--- src/rtl/cv32e40p_x_wb_pkg.sv ---
// Shared types and defaults for the X-interface writeback buffer.
package cv32e40p_x_wb_pkg;

    localparam int unsigned DefaultDepth          = 2;
    localparam int unsigned DefaultMaxOutstanding = 4;
    localparam int unsigned DefaultXlen           = 32;

    // One buffered accelerator response. The data field is sized for the
    // default XLEN; the top-level XLEN parameter must match it.
    typedef struct packed {
        logic [4:0]               rd;
        logic [2*DefaultXlen-1:0] data;
        logic                     dualwb;
        logic                     error;
    } wb_entry_t;

    typedef enum logic [1:0] {
        StIdle,
        StWbLo,
        StWbHi
    } wb_state_e;

    // Second register of a dual writeback; wraps x31 -> x0.
    function automatic logic [4:0] next_reg(input logic [4:0] rd);
        return rd + 5'd1;
    endfunction

endpackage

--- src/rtl/cv32e40p_x_wb_fifo.sv ---
// Generic synchronous FIFO, Depth entries (power of two), no bypass.
module cv32e40p_x_wb_fifo #(
    parameter int unsigned Width = 8,
    parameter int unsigned Depth = 2
) (
    input  logic             clk_i,
    input  logic             rst_i,
    input  logic             push_i,
    input  logic [Width-1:0] data_i,
    input  logic             pop_i,
    output logic [Width-1:0] data_o,
    output logic             full_o,
    output logic             empty_o
);

    localparam int unsigned AddrW = (Depth > 1) ? $clog2(Depth) : 1;

    // Pointers carry one extra wrap bit to tell full from empty.
    logic [AddrW:0]   wptr_q, wptr_d;
    logic [AddrW:0]   rptr_q, rptr_d;
    logic [Width-1:0] mem_q [Depth];
    logic             do_push, do_pop;

    assign empty_o = (wptr_q == rptr_q);
    assign full_o  = (wptr_q[AddrW] != rptr_q[AddrW]) &&
                     (wptr_q[AddrW-1:0] == rptr_q[AddrW-1:0]);
    assign data_o  = mem_q[rptr_q[AddrW-1:0]];
    assign do_push = push_i & ~full_o;
    assign do_pop  = pop_i & ~empty_o;

    // Pointer advance on accepted push/pop.
    always_comb begin
        wptr_d = wptr_q;
        rptr_d = rptr_q;
        if (do_push) wptr_d = wptr_q + 1'b1;
        if (do_pop)  rptr_d = rptr_q + 1'b1;
    end

    // Pointer state; reset empties the FIFO.
    always_ff @(posedge clk_i or posedge rst_i) begin
        if (rst_i) begin
            wptr_q <= '0;
            rptr_q <= '0;
        end else begin
            wptr_q <= wptr_d;
            rptr_q <= rptr_d;
        end
    end

    // Storage needs no reset; empty pointers mask stale contents.
    always_ff @(posedge clk_i) begin
        if (do_push) mem_q[wptr_q[AddrW-1:0]] <= data_i;
    end

endmodule

--- src/rtl/cv32e40p_x_wb_buffer.sv ---
// Buffers X-interface responses and drains them onto the shared register-file
// write port; tracks busy destination registers and outstanding offloads.
module cv32e40p_x_wb_buffer
    import cv32e40p_x_wb_pkg::*;
#(
    parameter int unsigned Depth          = DefaultDepth,
    parameter int unsigned MaxOutstanding = DefaultMaxOutstanding,
    parameter int unsigned XLEN           = DefaultXlen
) (
    input  logic                                   clk_i,
    input  logic                                   rst_i,
    input  logic                                   x_q_valid_i,
    input  logic                                   x_q_ready_i,
    input  logic                                   x_k_accept_i,
    input  logic                                   x_k_writeback_i,
    input  logic [4:0]                             x_q_rd_i,
    input  logic                                   x_p_valid_i,
    output logic                                   x_p_ready_o,
    input  logic [4:0]                             x_p_rd_i,
    input  logic [2*XLEN-1:0]                      x_p_data_i,
    input  logic                                   x_p_dualwb_i,
    input  logic                                   x_p_error_i,
    output logic                                   wb_req_o,
    input  logic                                   wb_gnt_i,
    output logic [4:0]                             wb_addr_o,
    output logic [XLEN-1:0]                        wb_data_o,
    output logic [31:0]                            rd_busy_o,
    output logic [$clog2(MaxOutstanding+1)-1:0]    outstanding_o,
    output logic                                   issue_stall_o,
    output logic                                   err_valid_o,
    output logic [4:0]                             err_rd_o
);

    localparam int unsigned CntW = $clog2(MaxOutstanding + 1);

    logic      issue, push, pop, full, empty;
    wb_entry_t push_entry, head;
    wb_state_e state_q, state_d;
    logic [31:0]     busy_q, busy_d, set_mask, clr_mask;
    logic [CntW-1:0] cnt_q, cnt_d;
    logic [4:0]      hi_rd;
    logic            do_err, do_lo, do_hi, lo_skip, hi_skip;

    assign issue = x_q_valid_i & x_q_ready_i & x_k_accept_i;

    // No bypass: a full FIFO stays not-ready even while popping.
    assign x_p_ready_o = ~full & ~rst_i;
    assign push        = x_p_valid_i & x_p_ready_o;

    assign push_entry = '{rd: x_p_rd_i, data: x_p_data_i, dualwb: x_p_dualwb_i,
                          error: x_p_error_i};

    cv32e40p_x_wb_fifo #(
        .Width ($bits(wb_entry_t)),
        .Depth (Depth)
    ) u_fifo (
        .clk_i   (clk_i),
        .rst_i   (rst_i),
        .push_i  (push),
        .data_i  (push_entry),
        .pop_i   (pop),
        .data_o  (head),
        .full_o  (full),
        .empty_o (empty)
    );

    // IDLE evaluates the head in the same cycle, so a non-error head performs
    // its low beat immediately; WB_LO only exists to hold while ungranted.
    assign hi_rd   = next_reg(head.rd);
    assign do_err  = (state_q == StIdle) && !empty && head.error;
    assign do_lo   = ((state_q == StIdle) && !empty && !head.error) || (state_q == StWbLo);
    assign do_hi   = (state_q == StWbHi);
    assign lo_skip = (head.rd == 5'd0);
    assign hi_skip = (hi_rd == 5'd0);

    // Drain sequencing: write-port beats, error reporting, pop and busy clear.
    always_comb begin
        state_d     = state_q;
        pop         = 1'b0;
        clr_mask    = '0;
        wb_req_o    = 1'b0;
        wb_addr_o   = '0;
        wb_data_o   = '0;
        err_valid_o = 1'b0;
        err_rd_o    = '0;
        if (do_err) begin
            err_valid_o = 1'b1;
            err_rd_o    = head.rd;
            pop         = 1'b1;
            clr_mask    = 32'd1 << head.rd;
            state_d     = StIdle;
        end else if (do_lo) begin
            if (!lo_skip) begin
                wb_req_o  = 1'b1;
                wb_addr_o = head.rd;
                wb_data_o = head.data[XLEN-1:0];
            end
            // x0 beats complete without a grant.
            if (lo_skip || wb_gnt_i) begin
                if (head.dualwb) begin
                    state_d = StWbHi;
                end else begin
                    pop      = 1'b1;
                    clr_mask = 32'd1 << head.rd;
                    state_d  = StIdle;
                end
            end else begin
                state_d = StWbLo;
            end
        end else if (do_hi) begin
            if (!hi_skip) begin
                wb_req_o  = 1'b1;
                wb_addr_o = hi_rd;
                wb_data_o = head.data[2*XLEN-1:XLEN];
            end
            if (hi_skip || wb_gnt_i) begin
                pop      = 1'b1;
                clr_mask = (32'd1 << head.rd) | (32'd1 << hi_rd);
                state_d  = StIdle;
            end
        end
    end

    // Scoreboard and retire counter next state; a same-cycle set beats a clear.
    always_comb begin
        set_mask = '0;
        if (issue && x_k_writeback_i && (x_q_rd_i != 5'd0)) set_mask = 32'd1 << x_q_rd_i;
        busy_d = (busy_q & ~clr_mask) | set_mask;
        cnt_d  = cnt_q + CntW'(issue) - CntW'(pop);
    end

    // State registers.
    always_ff @(posedge clk_i or posedge rst_i) begin
        if (rst_i) begin
            state_q <= StIdle;
            busy_q  <= '0;
            cnt_q   <= '0;
        end else begin
            state_q <= state_d;
            busy_q  <= busy_d;
            cnt_q   <= cnt_d;
        end
    end

    assign rd_busy_o     = busy_q;
    assign outstanding_o = cnt_q;
    assign issue_stall_o = (cnt_q == CntW'(MaxOutstanding));

    // A stalled issue is legal only when a retire frees the slot that cycle.
    a_issue_overflow: assert property (@(posedge clk_i) disable iff (rst_i)
        !(issue && issue_stall_o && !pop));
    a_retire_underflow: assert property (@(posedge clk_i) disable iff (rst_i)
        !(pop && (cnt_q == '0) && !issue));

endmodule

--- config.mk ---
export PLATFORM = sky130hd
export DESIGN_NAME = cv32e40p_x_wb_buffer
export DESIGN_NICKNAME = d
export VERILOG_FILES = /design/src/rtl/cv32e40p_x_wb_pkg.sv /design/src/rtl/cv32e40p_x_wb_fifo.sv /design/src/rtl/cv32e40p_x_wb_buffer.sv
export SDC_FILE = /design/constraint.sdc
export NUM_CORES = 1
export LEC_CHECK = 0
export BUFFER_PORTS_ARGS = -buffer_cell sky130_fd_sc_hd__buf_2
export CAP_MARGIN = 20
export CORE_UTILIZATION = 55
export CTS_CLUSTER_DIAMETER = 120
export CTS_CLUSTER_SIZE = 10
export DETAILED_ROUTE_END_ITERATION = 6
export PLACE_DENSITY = 0.81
export SLEW_MARGIN = 20
export SYNTH_ARGS = -nofsm -noshare
export SYNTH_HDL_FRONTEND = slang
export SYNTH_HIERARCHICAL = 1
export SYNTH_SLANG_ARGS = --single-unit
--- constraint.sdc ---
create_clock -name clk_i -period 6.7 [get_ports clk_i]
set_clock_uncertainty 0.2 [all_clocks]
set_input_delay 0.67 -clock clk_i [delete_from_list [all_inputs] [get_ports clk_i]]
set_output_delay 0.67 -clock clk_i [all_outputs]
set_load 0.02 [all_outputs]
==> impl_metrics.csv <==
group,metric,value,unit
floorplanning,initial_core_util,57.09,%
drt,routedWlPerCell,19.57,µm
drt,vias,5631,
floorplanning,num_rows,44,
global_route,antenna_found_initial,7,
clock_network,cts.htree.levels,4,
timing,fmax,193.2,MHz
drt,viasPerCell,5.952,
power,netSwitchingFraction,41.97,%
synth,avgSynthCellArea,14.32,µm²
timing,rsz0062_at_grt,"false",
floorplanning,core-area,0.01470,mm²
worst_setup_path,cp-startpoint,"u_fifo/rptr_q[0]$_DFFE_PP0P_",
floorplanning,die_w,125.5,µm
timing,holdWs,0.2252,ns
worst_setup_path,endpoint_kind,"output pin",
synth,ys.flop_type,"edfxtp_1",
timing,final.setup.tns,0,ns
min_path,holdPathStages,1,
worst_setup_path,required,5.83,ns
min_path,hold_class,"in2reg",
drt,drc,21,
synth,synth_cell_types,53,
worst_setup_path,start_kind,"register",
power,p_comb_share,46.3,%
clock_network,clock_path_buffers,2,
timing,layout_min_cycle_time,5.176,ns
cells_and_area,drive_above_1_share,45.31,%
worst_setup_path,r2r_cells,12,
min_path,hold_end,"u_fifo/mem_q[1][21]$_DFFE_PP_",
synth,syn-num-nets,680,
power,ir_drop,311.5,µV
timing,tightest_slew,1.110,ns
worst_setup_path,r2r-start,"u_fifo/rptr_q[0]$_DFFE_PP0P_",
clock_network,cts_tree,"built",
outcome,violations,"DRC",
cells_and_area,nets,838,
power,p_per_area,509.0,mW/mm²
drt,ant_nets,0,
power,p_seq_share,33.4,%
clock_network,cts-resized-gates,0,
timing,setup_viol,0,
worst_setup_path,slowest_delay,1.10,ns
cells_and_area,layout.area.seq,0.005294,mm²
drt,drtIter0Drc,515,
worst_setup_path,critPathMaxFanout,79,
drt,wirelength,18.51,mm
clock_network,clkSinkCount,183,
cells_and_area,multi_input_area,0.002859,mm²
synth,syn_inst,586,
synth,ys_seq_area_share,63.04,%
cells_and_area,synthToLayoutAreaGrowth,18.50,%
synth,syn-cell-area,0.008392,mm²
worst_setup_path,critical_path.top_delay_family,"simple AND/OR/NAND/NOR gates",
worst_setup_path,path_class,"reg2out",
clock_network,cts_root_buf,"clkbuf_16",
global_route,grt_use_total,23.76,%
placed_design,io_buffers,164,
min_path,min_from,"x_p_data_i[19]",
clock_network,cts_buffers,17,
timing,period_share,77.25,%
worst_setup_path,worstPathArrival,4.31,ns
floorplanning,die_y,125.5,µm
power,power_frac_clock,20.2,%
worst_setup_path,cp.depth,8,
floorplanning,fp.dieArea,0.01576,mm²
floorplanning,io_pins,165,
global_route,grt_pass1_wl,28.47,mm
timing,relSlewSlack,24.98,%
clock_network,clkLatencyLatePin,0.43,ns
worst_setup_path,path_cells,"xor2_1 -> nor2_1 -> nor2_1 -> nor2_1 -> or2_2 -> o22a_2 -> a21oi_1 -> buf_2",
power,switching_power,2.124,mW
clock_network,cts.clk_slew.worst_paths,0.07,ns
synth,ys_ff_latch,183,
worst_setup_path,worst-path-buf-inv,1,
worst_setup_path,reg2reg_setup_slack,1.75,ns
timing,report.final.slew_viol_count,0,
placed_design,hpwl,12.11,mm
global_route,grt_start_max_net_pins,80,
clock_network,cts_hold_buf,1,
clock_network,cts_setup_buffers,0,
run,drv_cap,0,
worst_setup_path,rr_endpoint,"outstanding_o[2]$_DFF_PP0_",
outcome,outcome,"finished with violations",
synth,async_flop_share,22.40,%
power,p_leak,3.695,nW
global_route,overflow,0,
cells_and_area,nFillCells,1000,
global_route,grt_pass1_vias,5578,
timing,finalHoldViolCount,0,
synth,synth_edf_count,142,
power,internal_power,2.937,mW
drt,first_pass_iters,7,
worst_setup_path,crit_top_cell,"nor2_1",
placed_design,place_congestion,0.9170,
worst_setup_path,cp_slowest_cell,"dfrtp_4",
synth,yosysWarnings,6,
## cells by family after synthesis
group / share of synthesized area [%]
AO/OA/AOI/OAI: 12.69
XOR/XNOR: 1.193
adder cells (fa/ha/maj): 1.580
buffers and inverters: 3.161
flip-flops: 63.04
multiplexers: 9.900
AND/OR/NAND/NOR: 8.439
## worst register-to-register path, stage by stage, from the launching register on
cell,delay (ns)
dfrtp_4,1.10
mux2_2,0.54
ha_1,0.27
ha_1,0.37
and4_4,0.22
o21ai_4,0.65
inv_1,0.21
ha_1,0.33
inv_1,0.04
ha_1,0.20
fa_1,0.41
xnor2_1,0.20
xnor2_1,0.14
## synth_stat cells, drive strengths merged (2+ instances only)
| library cell | count | area share (%) |
|---|---|---|
| nor2b | 9 | 0.67 |
| dfrtp | 41 | 12 |
| and2 | 8 | 0.61 |
| mux2 | 72 | 9.7 |
| buf | 21 | 2.0 |
| o22ai | 2 | 0.15 |
| nand2 | 86 | 3.8 |
| o31ai | 2 | 0.34 |
| xor2 | 3 | 0.40 |
| clkbuf | 9 | 0.40 |
| or2 | 4 | 0.30 |
| nor2 | 11 | 0.52 |
| nor4b | 2 | 0.39 |
| nand2b | 8 | 0.60 |
| ha | 9 | 1.3 |
| mux2i | 2 | 0.24 |
| o21ai | 8 | 0.61 |
| nand3 | 13 | 0.89 |
| edfxtp | 142 | 51 |
| inv | 17 | 0.79 |
| xnor2 | 5 | 0.79 |
| o211a | 3 | 0.36 |
| nor3 | 2 | 0.12 |
| o221a | 29 | 3.9 |
| a221o | 31 | 3.7 |
| a21oi | 35 | 3.0 |
## layer usage
metal  vias to the layer above  track usage (%)  share of wire [%]  wire (µm)
met5                         -                0               0.12         22
met4                         4            10.98                2.8        527
met3                        51            6.932                8.1       1494
met2                       282            38.79                 49       9011
met1                      2739            29.28                 40       7458
li1                       2555                -                  -          -
## power by group through the flow
stage | sequential (mW) | combinational [mW] | clock (mW)
2_1_floorplan | 1.68 | 1.78 | 0
4_1_cts | 1.69 | 2.35 | 1.03
5_1_grt | 1.72 | 2.52 | 1.07
3_5_place_dp | 1.71 | 2.34 | 0
3_3_place_gp | 1.70 | 2.27 | 0
6_report | 1.69 | 2.35 | 1.02
## layout make-up
cell class,instances,share of cell area (%)
Sequential cell,183,53.23
Multi-Input combinational cell,356,28.75
Timing Repair Buffer,169,8.858
Clock buffer,18,4.316
Tap cell,184,2.315
Clock inverter,14,1.736
Inverter,17,0.6668
Antenna cell,5,0.1258
## cell usage in the layout, fill, tap and decap left out, drive strengths merged, types with 2 or more instances in the layout
| cell | instances |
|---|---|
| diode | 5 |
| nor3 | 2 |
| bufinv | 3 |
| mux2i | 2 |
| nor2 | 11 |
| or2 | 4 |
| a221o | 31 |
| dfrtp | 41 |
| clkbuf | 18 |
| and2 | 8 |
| nor4b | 2 |
| nand2b | 8 |
| a21oi | 35 |
| xnor2 | 5 |
| o211a | 3 |
| inv | 21 |
| nor2b | 9 |
| edfxtp | 142 |
| mux2 | 72 |
| o31ai | 2 |
| ha | 9 |
| nand3 | 13 |
| xor2 | 3 |
| o22ai | 2 |
| buf | 168 |
| clkinv | 6 |
| nand2 | 86 |
| o21ai | 8 |
| o221a | 29 |
## state kept, by name, indices dropped and copies added (netlist names)
signal / count
u_fifo/wptr_q: 2
rd_busy_o: 32
outstanding_o: 3
u_fifo/mem_q: 142
u_fifo/rptr_q: 2
state_q: 2
## metrics by stage
stage | worst slack [ns] | power, mW | cell area, µm² | utilization (%) | std cells
after detailed placement | 1.828 | 4.054 | 9320 | 63.41 | 908
final | 1.524 | 5.062 | 9945 | 67.65 | 946
after floorplan | 0.9139 | 3.459 | 8392 | - | 586
after global routing | 1.214 | 5.308 | 9940 | 67.62 | 944
after CTS | 1.425 | 5.072 | 9932 | 67.57 | 941
after global placement | 1.952 | 3.971 | 9293 | 63.22 | 907
## worst max path at each step
stage and endpoint:
4_1_cts wb_data_o[30], 3_5_place_dp outstanding_o[2]$_DFF_PP0_, 2_1_floorplan u_fifo/mem_q[1][0]$_DFFE_PP_, 5_1_grt wb_data_o[30], 3_3_place_gp wb_data_o[30], 6_report wb_data_o[30]
Note: power is estimated with default switching activity, not from simulation.
